File: config.mk
export PLATFORM = sky130hd
export DESIGN_NAME = div_seq
export DESIGN_NICKNAME = d
export VERILOG_FILES = /design/src/rtl/div_seq_pkg.sv /design/src/rtl/div_seq_step.sv /design/src/rtl/div_seq.sv
export SDC_FILE = /design/constraint.sdc
export NUM_CORES = 1
export LEC_CHECK = 0
export BUFFER_PORTS_ARGS = -buffer_cell sky130_fd_sc_hd__clkbuf_2
export CAP_MARGIN = 20
export CORE_MARGIN = 4
export CORE_UTILIZATION = 39
export CTS_CLUSTER_SIZE = 28
export DETAILED_ROUTE_END_ITERATION = 6
export RECOVER_POWER = 25
export SLEW_MARGIN = 20
export SYNTH_ARGS = -nofsm -noshare
export SYNTH_HDL_FRONTEND = slang
export SYNTH_SLANG_ARGS = --single-unit
File: constraint.sdc
create_clock -name clk -period 5.9 [get_ports clk]
set_clock_uncertainty 0.2 [all_clocks]
set_input_delay 0.59 -clock clk [delete_from_list [all_inputs] [get_ports clk]]
set_output_delay 0.59 -clock clk [all_outputs]
set_load 0.005 [all_outputs]
File: src/rtl/div_seq_pkg.sv
// Shared definitions for the sequential divider: state encodings,
// result bus type and the handshake constants used by EX.
package div_seq_pkg;

    typedef enum logic [1:0] {
        DIV_IDLE   = 2'b00,
        DIV_BYZERO = 2'b01,
        DIV_ON     = 2'b10,
        DIV_END    = 2'b11
    } div_state_t;

    // {remainder, quotient} as written to HI/LO
    typedef logic [63:0] div_result_bus_t;

    localparam logic        DivStart          = 1'b1;
    localparam logic        DivStop           = 1'b0;
    localparam logic        DivResultReady    = 1'b1;
    localparam logic        DivResultNotReady = 1'b0;

    localparam logic [31:0] ZeroWord          = 32'h0000_0000;
    localparam logic        Stop              = 1'b1;
    localparam logic        NoStop            = 1'b0;

endpackage

File: src/rtl/div_seq_step.sv
// One restoring division iteration on the {partial remainder, dividend}
// working register. Purely combinational.
module div_step #(
    parameter int DATA_W = 32
) (
    input  logic [2*DATA_W:0]  work_i,
    input  logic [DATA_W-1:0]  divisor_i,
    output logic [2*DATA_W:0]  work_o
);

    // The shifted upper part never exceeds 2*divisor, so a sign bit on top of
    // the (DATA_W+1)-bit trial value is enough to detect a borrow.
    logic [DATA_W+1:0] trial;
    logic [DATA_W+1:0] diff;

    // shift left, trial-subtract, keep the difference or restore
    always_comb begin
        trial = work_i[2*DATA_W:DATA_W-1];
        diff  = trial - {2'b00, divisor_i};
        if (diff[DATA_W+1]) begin
            work_o = {work_i[2*DATA_W-1:DATA_W-1], work_i[DATA_W-2:0], 1'b0};
        end else begin
            work_o = {diff[DATA_W:0], work_i[DATA_W-2:0], 1'b1};
        end
    end

endmodule

File: src/rtl/div_seq.sv
// Multi-cycle radix-2 restoring divider for DIV/DIVU in the EX stage.
// Optional feature macro: DIV_ZERO_FLAG_EN adds the div_zero_o output.
module div_seq
    import div_seq_pkg::*;
#(
    parameter int DATA_W = 32,
    parameter int CNT_W  = 6
) (
    input  logic                clk,
    input  logic                rst,
    input  logic                start_i,
    input  logic                annul_i,
    input  logic                signed_i,
    input  logic [DATA_W-1:0]   dividend_i,
    input  logic [DATA_W-1:0]   divisor_i,
    output logic [2*DATA_W-1:0] result_o,
    output logic                ready_o,
`ifdef DIV_ZERO_FLAG_EN
    output logic                div_zero_o,
`endif
    output logic                stallreq_o
);

    localparam logic [CNT_W-1:0] CNT_LAST = CNT_W'(DATA_W - 1);
    localparam logic [CNT_W-1:0] CNT_MAX  = CNT_W'(DATA_W);

    div_state_t          state;
    logic [CNT_W-1:0]    cnt;
    logic [2*DATA_W:0]   work;
    logic [2*DATA_W:0]   work_next;
    logic [DATA_W-1:0]   divisor_r;
    logic                sign_a;
    logic                sign_b;
    logic [DATA_W-1:0]   abs_a;
    logic [DATA_W-1:0]   abs_b;
    logic [DATA_W-1:0]   quot_fix;
    logic [DATA_W-1:0]   rem_fix;

    div_step #(.DATA_W(DATA_W)) u_step (
        .work_i    (work),
        .divisor_i (divisor_r),
        .work_o    (work_next)
    );

    // operand magnitudes; the most negative value maps onto itself and is
    // then read as the unsigned magnitude 2^(DATA_W-1)
    always_comb begin
        abs_a = (signed_i && dividend_i[DATA_W-1]) ? (~dividend_i + 1'b1) : dividend_i;
        abs_b = (signed_i && divisor_i[DATA_W-1])  ? (~divisor_i + 1'b1)  : divisor_i;
    end

    // sign restoration of the final step's result, wrapping modulo 2^DATA_W
    always_comb begin
        quot_fix = work_next[DATA_W-1:0];
        rem_fix  = work_next[2*DATA_W-1:DATA_W];
        if (sign_a ^ sign_b) quot_fix = ~quot_fix + 1'b1;
        if (sign_a)          rem_fix  = ~rem_fix + 1'b1;
    end

    // EX is stalled until the result is presented, unless the op is flushed
    always_comb begin
        stallreq_o = (start_i == DivStart && ready_o == DivResultNotReady && !annul_i) ? Stop : NoStop;
    end

    // sequencer: operand capture, iteration, fixup and result hand-off
    always_ff @(posedge clk) begin
        if (rst) begin
            state      <= DIV_IDLE;
            cnt        <= '0;
            work       <= '0;
            divisor_r  <= '0;
            sign_a     <= 1'b0;
            sign_b     <= 1'b0;
            ready_o    <= DivResultNotReady;
            result_o   <= '0;
`ifdef DIV_ZERO_FLAG_EN
            div_zero_o <= 1'b0;
`endif
        end else begin
            case (state)
                DIV_IDLE: begin
                    if (start_i == DivStart && !annul_i) begin
                        if (divisor_i == ZeroWord) begin
                            state <= DIV_BYZERO;
                        end else begin
                            state     <= DIV_ON;
                            cnt       <= '0;
                            work      <= {{(DATA_W+1){1'b0}}, abs_a};
                            divisor_r <= abs_b;
                            sign_a    <= signed_i & dividend_i[DATA_W-1];
                            sign_b    <= signed_i & divisor_i[DATA_W-1];
                        end
                    end
                end
                DIV_BYZERO: begin
                    state    <= DIV_END;
                    ready_o  <= DivResultReady;
                    result_o <= '0;
`ifdef DIV_ZERO_FLAG_EN
                    div_zero_o <= 1'b1;
`endif
                end
                DIV_ON: begin
                    if (annul_i) begin
                        state <= DIV_IDLE;
                    end else begin
                        work <= work_next;
                        cnt  <= (cnt == CNT_MAX) ? cnt : cnt + 1'b1;
                        if (cnt == CNT_LAST) begin
                            state    <= DIV_END;
                            ready_o  <= DivResultReady;
                            result_o <= {rem_fix, quot_fix};
                        end
                    end
                end
                DIV_END: begin
                    if (start_i == DivStop || annul_i) begin
                        state    <= DIV_IDLE;
                        ready_o  <= DivResultNotReady;
                        result_o <= '0;
`ifdef DIV_ZERO_FLAG_EN
                        div_zero_o <= 1'b0;
`endif
                    end
                end
                default: state <= DIV_IDLE;
            endcase
        end
    end

endmodule

==> reports/metrics.cfg, run 1 <==
[timing]
setup_repair_after_global_routing_missed_its_margin = no
maxSlewViolCount = 0
worst_slew_margin_rel = 0.298
max_freq_mhz = 191
timing.final.crit_share = 0.889
setup_viol = 0
fin_crit_ns = 5.24
hold_viol_final = 0
setup_tns_ns = 0
tightestPinTransition_ns = 1.04
post-route-worst-setup-slack_ns = 0.655

[grt]
antenna_found_initial = 0
globalRoute.totalOverflow = 0
grt_pass1_vias = 10768
grt_first_pass_wirelength_um = 61600
grt_start_max_net_pins = 77
global_route_total_usage_across_every_layer = 0.233

[routing]
detailedRoute.firstIterationViolations = 1121
antenna_violating_nets_post_route = 0
routed_wl_um = 39700
drt_pre_antenna_iters = 7
drt_drc_violations_left = 0
vias = 11865
route.detailed.vias_per_inst = 5.75
post_drt_wl_per_cell_um = 19.2

[synth]
fraction_of_registers_with_async_set_reset = 0
synth_seq_area_share = 0.293
synthFlopType = sky130_fd_sc_hd__dfxtp_1
netlist-cell-type-count = 80
postSynthNetCount = 1702
number_of_synthesized_flops_with_an_enable_pin = 0
yosys_warnings = 0
ys_ff_latch = 172
synthCells = 1594
syn_area_um2 = 11800
average_instance_area_after_synthesis_um2 = 7.38

[place]
setup_slack_placement_ns = 0.835
placed_cell_area_um2 = 12600
place_congestion = 0.977
detailed_place_hpwl_um = 30000
portBuffers = 134

[worst_setup_path]
critPathMaxStageDelay_ns = 0.66
worstSetupEndpointType = flop
cpLargestDelayFamily = compound AO/OA/AOI/OAI gates
setup.worst_path.start_class = flop
timing.critical_path.slowest_stage_cell = sky130_fd_sc_hd__o311ai_1
crit_path_cell_trace = inv_1 > ha_1 > nand2_1 > o21ai_0 > a211oi_1 > o311ai_1 > o21a_4 > nor2_4 > inv_2 > buf_4 > ha_1 > nand2b_1 > nor2_1 > and2_1 > nand2_1 > nor3_1 > a31oi_1 > xor2_1 > a22oi_1 > nor2_1
critical_path.max_fanout = 56
cp.buffers_inverters = 3
arrival_ns = 5.36
required_ns = 6.02
type_of_the_setup_path_with_the_least_slack = flop to flop

[clocking]
clock_tree_from_tritoncts = yes
post_cts_buffers = 0
total_clock_buffers_created_by_cts = 17
cts_resized = 0
number_of_hold_buffers_added_after_cts = 0
root_buffer = sky130_fd_sc_hd__clkbuf_16
clock_latency_late_sink_ns = 0.45
path_clk_slew_ns = 0.09
ctsHtreeMaxLevel = 4
clock-sinks = 172
max-clock-path-buffers = 2

[die]
number_of_i_o_pins = 135
die_area_um2 = 33000
start_util = 0.396
height_of_the_die_um = 182
std_cell_rows = 63
placeableCoreArea_um2 = 29700
die_width_um = 182

[layout]
num-nets-final = 1770
final_layout_size_suffix_gt1_frac = 0.103
final_cell_area_um2 = 13200
fin_util = 0.445
multiInputGateArea_um2 = 7680
layout.filler_cells = 3064
diodes = 0
area_growth_pct = 12.4
sequential_cell_area_um2 = 3440

[power_and_ir_drop]
power_leakage_nw = 5.15
p_per_area_nw_per_um2 = 259
vdd_ir_drop_max_mv = 0.174

[min_path]
worst_hold_path_type = input pin to flop

[run]
max_cap_violation_count = 0

[status]
status = finished clean

worst paths after layout:
| check | start | to | slack (ns) | depth (start not counted) |
|---|---|---|---|---|
| worst min register to register | result_o[53]$_SDFFE_PP0P_ | result_o[53]$_SDFFE_PP0P_ | 0.25 | 2 |
| worst max register to register | divisor_r[27]$_SDFFE_PP0P_ | result_o[30]$_SDFFE_PP0P_ | 0.66 | 20 |
| worst max-delay path | divisor_r[27]$_SDFFE_PP0P_ | result_o[30]$_SDFFE_PP0P_ | 0.66 | 20 |
| worst min-delay path | divisor_i[0] | divisor_r[0]$_SDFFE_PP0P_ | 0.24 | 3 |
flip-flops by register name (all words and copies together), names as in the netlist:
signal / count
work: 65
result_o: 64
divisor_r: 32
cnt: 6
state: 2
ready_o: 1
sign_a: 1
sign_b: 1
report_power, final:
part | switching, mW | leakage [nW] | internal, mW | total (mW)
sequential | 0.0438 | 1.40 | 1.20 | 1.25
combinational | 0.646 | 3.45 | 0.326 | 0.972
clock | 0.611 | 0.304 | 0.591 | 1.20
total | 1.30 | 5.15 | 2.12 | 3.42
per-layer routing:
metal,wire [um],up-vias,GRT usage
met5,0,-,0
met4,732,0,0.0504
met3,2550,56,0.0425
met2,17300,397,0.352
met1,19100,5586,0.345
li1,-,5826,-
cell families (layout without fill, tap and decap cells):
group / Yosys count / in the layout / synth area share
xor gates and xnor gates: 137 / 137 / 0.102
DFF: 172 / 172 / 0.293
buffers and inverters: 163 / 244 / 0.0546
adders and majority gates: 39 / 39 / 0.0421
muxes: 15 / 15 / 0.0131
AOI/OAI and AO/OA: 484 / 484 / 0.269
and+or+nand+nor: 584 / 584 / 0.227
per-stage QoR:
step	cells	hold slack [ns]	power, mW
floorplan	1594	0.232	1.94
global placement	2033	0.234	2.22
detailed placement	2033	0.241	2.22
CTS	2065	0.219	3.42
global route	2065	0.261	3.59
finish	2065	0.242	3.42
worst register-to-register path: stages (launching register included):
cell                       delay, ns
sky130_fd_sc_hd__dfxtp_1        0.34
sky130_fd_sc_hd__inv_1          0.05
sky130_fd_sc_hd__ha_1           0.43
sky130_fd_sc_hd__nand2_1        0.08
sky130_fd_sc_hd__o21ai_0        0.41
sky130_fd_sc_hd__a211oi_1       0.11
sky130_fd_sc_hd__o311ai_1       0.66
sky130_fd_sc_hd__o21a_4         0.27
sky130_fd_sc_hd__nor2_4         0.07
sky130_fd_sc_hd__inv_2          0.08
sky130_fd_sc_hd__buf_4          0.46
sky130_fd_sc_hd__ha_1           0.29
sky130_fd_sc_hd__nand2b_1       0.09
sky130_fd_sc_hd__nor2_1         0.23
sky130_fd_sc_hd__and2_1         0.20
sky130_fd_sc_hd__nand2_1        0.10
sky130_fd_sc_hd__nor3_1         0.49
sky130_fd_sc_hd__a31oi_1        0.18
sky130_fd_sc_hd__xor2_1         0.16
sky130_fd_sc_hd__a22oi_1        0.14
sky130_fd_sc_hd__nor2_1         0.05
synthesized netlist by cell type, drive strengths merged (15+ instances only):
| library cell | number | area, um2 |
|---|---|---|
| a211oi | 70 | 526 |
| buf | 25 | 123 |
| nand3 | 17 | 90.1 |
| nand2 | 156 | 586 |
| nor3 | 56 | 290 |
| nor2 | 228 | 863 |
| ha | 38 | 475 |
| a22oi | 44 | 330 |
| a21oi | 136 | 681 |
| clkbuf | 74 | 279 |
| xor2 | 64 | 561 |
| a31oi | 15 | 93.8 |
| dfxtp | 172 | 3440 |
| or3 | 20 | 125 |
| o21ai | 113 | 573 |
| inv | 64 | 240 |
| nand2b | 18 | 113 |
| xnor2 | 73 | 639 |
| o31ai | 19 | 148 |
| nor4 | 20 | 131 |
layout by cell type (no fill, tap or decap), drive strengths merged, types with 4 or more instances in the layout:
master | netlist | final
inv | 64 | 72
a221o | 5 | 5
a31oi | 15 | 15
nor2 | 228 | 228
nand4 | 14 | 14
o31ai | 19 | 19
a21o | 12 | 12
nand2 | 156 | 156
or4 | 5 | 5
a22oi | 44 | 44
nand3 | 17 | 17
a21oi | 136 | 136
xnor2 | 73 | 73
o41ai | 8 | 8
nor4 | 20 | 20
nand2b | 18 | 18
a211oi | 70 | 70
o21ai | 113 | 113
o211ai | 8 | 8
and3 | 8 | 8
and2 | 14 | 14
buf | 25 | 15
a22o | 4 | 4
a311oi | 7 | 7
clkbuf | 74 | 150
mux2i | 12 | 12
o21a | 9 | 9
xor2 | 64 | 64
nor2b | 10 | 10
clkinv | 0 | 7
nand3b | 5 | 5
or3 | 20 | 20
nor3 | 56 | 56
dfxtp | 172 | 172
ha | 38 | 38
final cells by class:
| class | instances | share of cell area |
|---|---|---|
| Timing Repair Buffer | 148 | 0.0556 |
| Sequential cell | 172 | 0.260 |
| Clock inverter | 15 | 0.0158 |
| Tap cell | 390 | 0.0369 |
| Inverter | 64 | 0.0182 |
| Clock buffer | 17 | 0.0322 |
| Multi-Input combinational cell | 1259 | 0.581 |
Power figures use the tool's default switching activity.
==> inputs of run 2 (changes only) <==
==> constraint.sdc (replaced) <==
create_clock -name clk -period 5.9 [get_ports clk]
set_clock_uncertainty 0.2 [all_clocks]
set_input_delay 0.59 -clock clk [delete_from_list [all_inputs] [get_ports clk]]
set_output_delay 0.59 -clock clk [all_outputs]
set_load 0.01 [all_outputs]
==> run 2 against run 1 <==
Net effect: die area did not move; register-to-register slack improved by 0.04 ns; cell count did not move; largest power group unchanged; via count fell by 0.48%; routed wire length barely moved; hold slack got worse by 0.0021 ns; clock power barely moved; largest cell class unchanged; combinational power barely moved.
==> reports/metrics.cfg, run 2 (synthesized netlist as in run 1, its figures left out) <==
[place]
detailed_place_hpwl_um = 30000
portBuffers = 134
place_congestion = 0.977

[timing]
timing.final.crit_share = 0.883
fin_crit_ns = 5.21
setup_repair_after_global_routing_missed_its_margin = no
max_freq_mhz = 192
setup_viol = 0
maxSlewViolCount = 0
setup_tns_ns = 0
hold_ws_ns = 0.240
worst_slew_margin_rel = 0.320
tightestPinTransition_ns = 1.01
hold_viol_final = 0

[grt]
antenna_found_initial = 0
globalRoute.totalOverflow = 0
grt_first_pass_wirelength_um = 61600
grt_start_max_net_pins = 77
global_route_total_usage_across_every_layer = 0.233
grt_pass1_vias = 10768

[layout]
final_cell_mix = sky130_fd_sc_hd__nor2_1 (227), sky130_fd_sc_hd__dfxtp_1 (172), sky130_fd_sc_hd__nand2_1 (156)
area_growth_pct = 12.2
regMostFlops = work
num-nets-final = 1770
final_layout_size_suffix_gt1_frac = 0.0890
layout.filler_cells = 3080
largest_reg_flops = 65
diodes = 0
most_frequent_standard_cell_in_the_layout_excluding_fill_and_tap_cells = sky130_fd_sc_hd__nor2_1
biggestRegsByFlops = work (65), result_o (64), divisor_r (32)

[clocking]
clock_latency_late_sink_ns = 0.45
post_cts_buffers = 0
total_clock_buffers_created_by_cts = 17
number_of_hold_buffers_added_after_cts = 0
cts_resized = 0
ctsHtreeMaxLevel = 4
clock_tree_from_tritoncts = yes
root_buffer = sky130_fd_sc_hd__clkbuf_16
clock-sinks = 172
path_clk_slew_ns = 0.09
max-clock-path-buffers = 2

[routing]
detailedRoute.firstIterationViolations = 1136
highest_layer = met4
antenna_violating_nets_post_route = 0
routed-wl-met2_um = 17400
drt_drc_violations_left = 0
m1_wire_length_um = 19200
routed_wl_um = 39700
detailroute.wirelength.met3_um = 2440
vias = 11808
drt_pre_antenna_iters = 7
post_drt_wl_per_cell_um = 19.2
route.detailed.vias_per_inst = 5.72

[power_and_ir_drop]
vdd_ir_drop_max_mv = 0.175
power_leakage_nw = 5.07
p_seq_frac = 0.365
p_per_area_nw_per_um2 = 260
combPwrFrac = 0.285
switchingPower_mw = 1.30
intPower_mw = 2.12
clock_power_share = 0.351
power.total_mw = 3.42
power.switching_fraction = 0.381

[die]
std_cell_rows = 63
placeableCoreArea_um2 = 29700
number_of_i_o_pins = 135
start_util = 0.396
die_width_um = 182
height_of_the_die_um = 182
die_area_um2 = 33000

[worst_setup_path]
cp.buffers_inverters = 3
r2r-start = divisor_r[27]$_SDFFE_PP0P_
setup.worst_path.start_class = flop
end_of_the_worst_register_to_register_path = result_o[26]$_SDFFE_PP0P_
timing.critical_path.slowest_stage_cell = sky130_fd_sc_hd__o311ai_1
worst_r2r_path_depth = 20
critPathCapture = result_o[26]$_SDFFE_PP0P_
timing.critical_path.from = divisor_r[27]$_SDFFE_PP0P_
worstSetupEndpointType = flop
critPathMaxStageDelay_ns = 0.65
critical_path.max_fanout = 56
regToRegSetupSlack_ns = 0.69
timing.critical_path.depth = 20
required_ns = 6.02
cpLargestDelayFamily = compound AO/OA/AOI/OAI gates
crit_path_cell_trace = inv_1 > ha_1 > nand2_1 > o21ai_0 > a211oi_1 > o311ai_1 > o21a_4 > nor2_4 > inv_2 > buf_4 > ha_1 > nand2b_1 > nor2_1 > and2_1 > nand2_1 > nor3_1 > a31oi_1 > xor2_1 > a22oi_1 > nor2_1
arrival_ns = 5.32
type_of_the_setup_path_with_the_least_slack = flop to flop

[min_path]
worst_hold_path_type = input pin to flop

[status]
status = finished clean

[run]
max_cap_violation_count = 0

-- run 2: cell counts in the layout (fill, tap and decap cells not counted) --
Identical to the previous run, type by type.
-- run 2: final cells by class --
type                            count  area, um2  area share
Inverter                           64        240      0.0182
Multi-Input combinational cell   1259       7680       0.582
Clock inverter                     15        209      0.0158
Clock buffer                       17        425      0.0323
Sequential cell                   172       3440       0.261
Tap cell                          390        488      0.0370
Timing Repair Buffer              148        704      0.0534
-- run 2: worst min-delay path by stage --
stage / start / endpoint / slack (ns) / depth (start not counted)
final: divisor_i[0] / divisor_r[0]$_SDFFE_PP0P_ / 0.24 / 3
after floorplan: divisor_r[30]$_SDFFE_PP0P_ / divisor_r[30]$_SDFFE_PP0P_ / 0.23 / 2
after global routing: divisor_i[0] / divisor_r[0]$_SDFFE_PP0P_ / 0.26 / 3
after global placement: result_o[53]$_SDFFE_PP0P_ / result_o[53]$_SDFFE_PP0P_ / 0.23 / 2
after CTS: divisor_i[0] / divisor_r[0]$_SDFFE_PP0P_ / 0.22 / 3
after detailed placement: result_o[53]$_SDFFE_PP0P_ / result_o[53]$_SDFFE_PP0P_ / 0.24 / 2
-- run 2: routing by layer --
layer / track usage / up-vias
met2: 0.352 / 365
met3: 0.0425 / 50
met4: 0.0504 / 0
met5: 0 / -
met1: 0.345 / 5565
li1: - / 5828
-- run 2: power by group through the flow --
stage | clock network (mW) | logic (mW) | registers (mW)
floorplan | 0 | 0.687 | 1.26
global placement | 0 | 0.948 | 1.27
detailed placement | 0 | 0.951 | 1.27
CTS | 1.22 | 0.954 | 1.25
global route | 1.27 | 1.07 | 1.25
finish | 1.20 | 0.974 | 1.25
-- run 2: per-stage QoR --
stage	area [um2]	utilization	std cells	setup slack (ns)
floorplan	11800	-	1594	1.05
global placement	12600	0.425	2033	0.939
detailed placement	12600	0.425	2033	0.835
CTS	13300	0.446	2065	0.836
global route	13200	0.444	2065	0.119
finish	13200	0.444	2065	0.693
-- run 2: worst register-to-register path, delay by kind of cell, from the launching register on --
family,cells,cell delay [ns]
AOI/OAI and AO/OA,6,1.76
and+or+nand+nor,8,1.30
adders and majority gates,2,0.71
buffers and inverters,3,0.58
DFF,1,0.34
xor gates and xnor gates,1,0.17
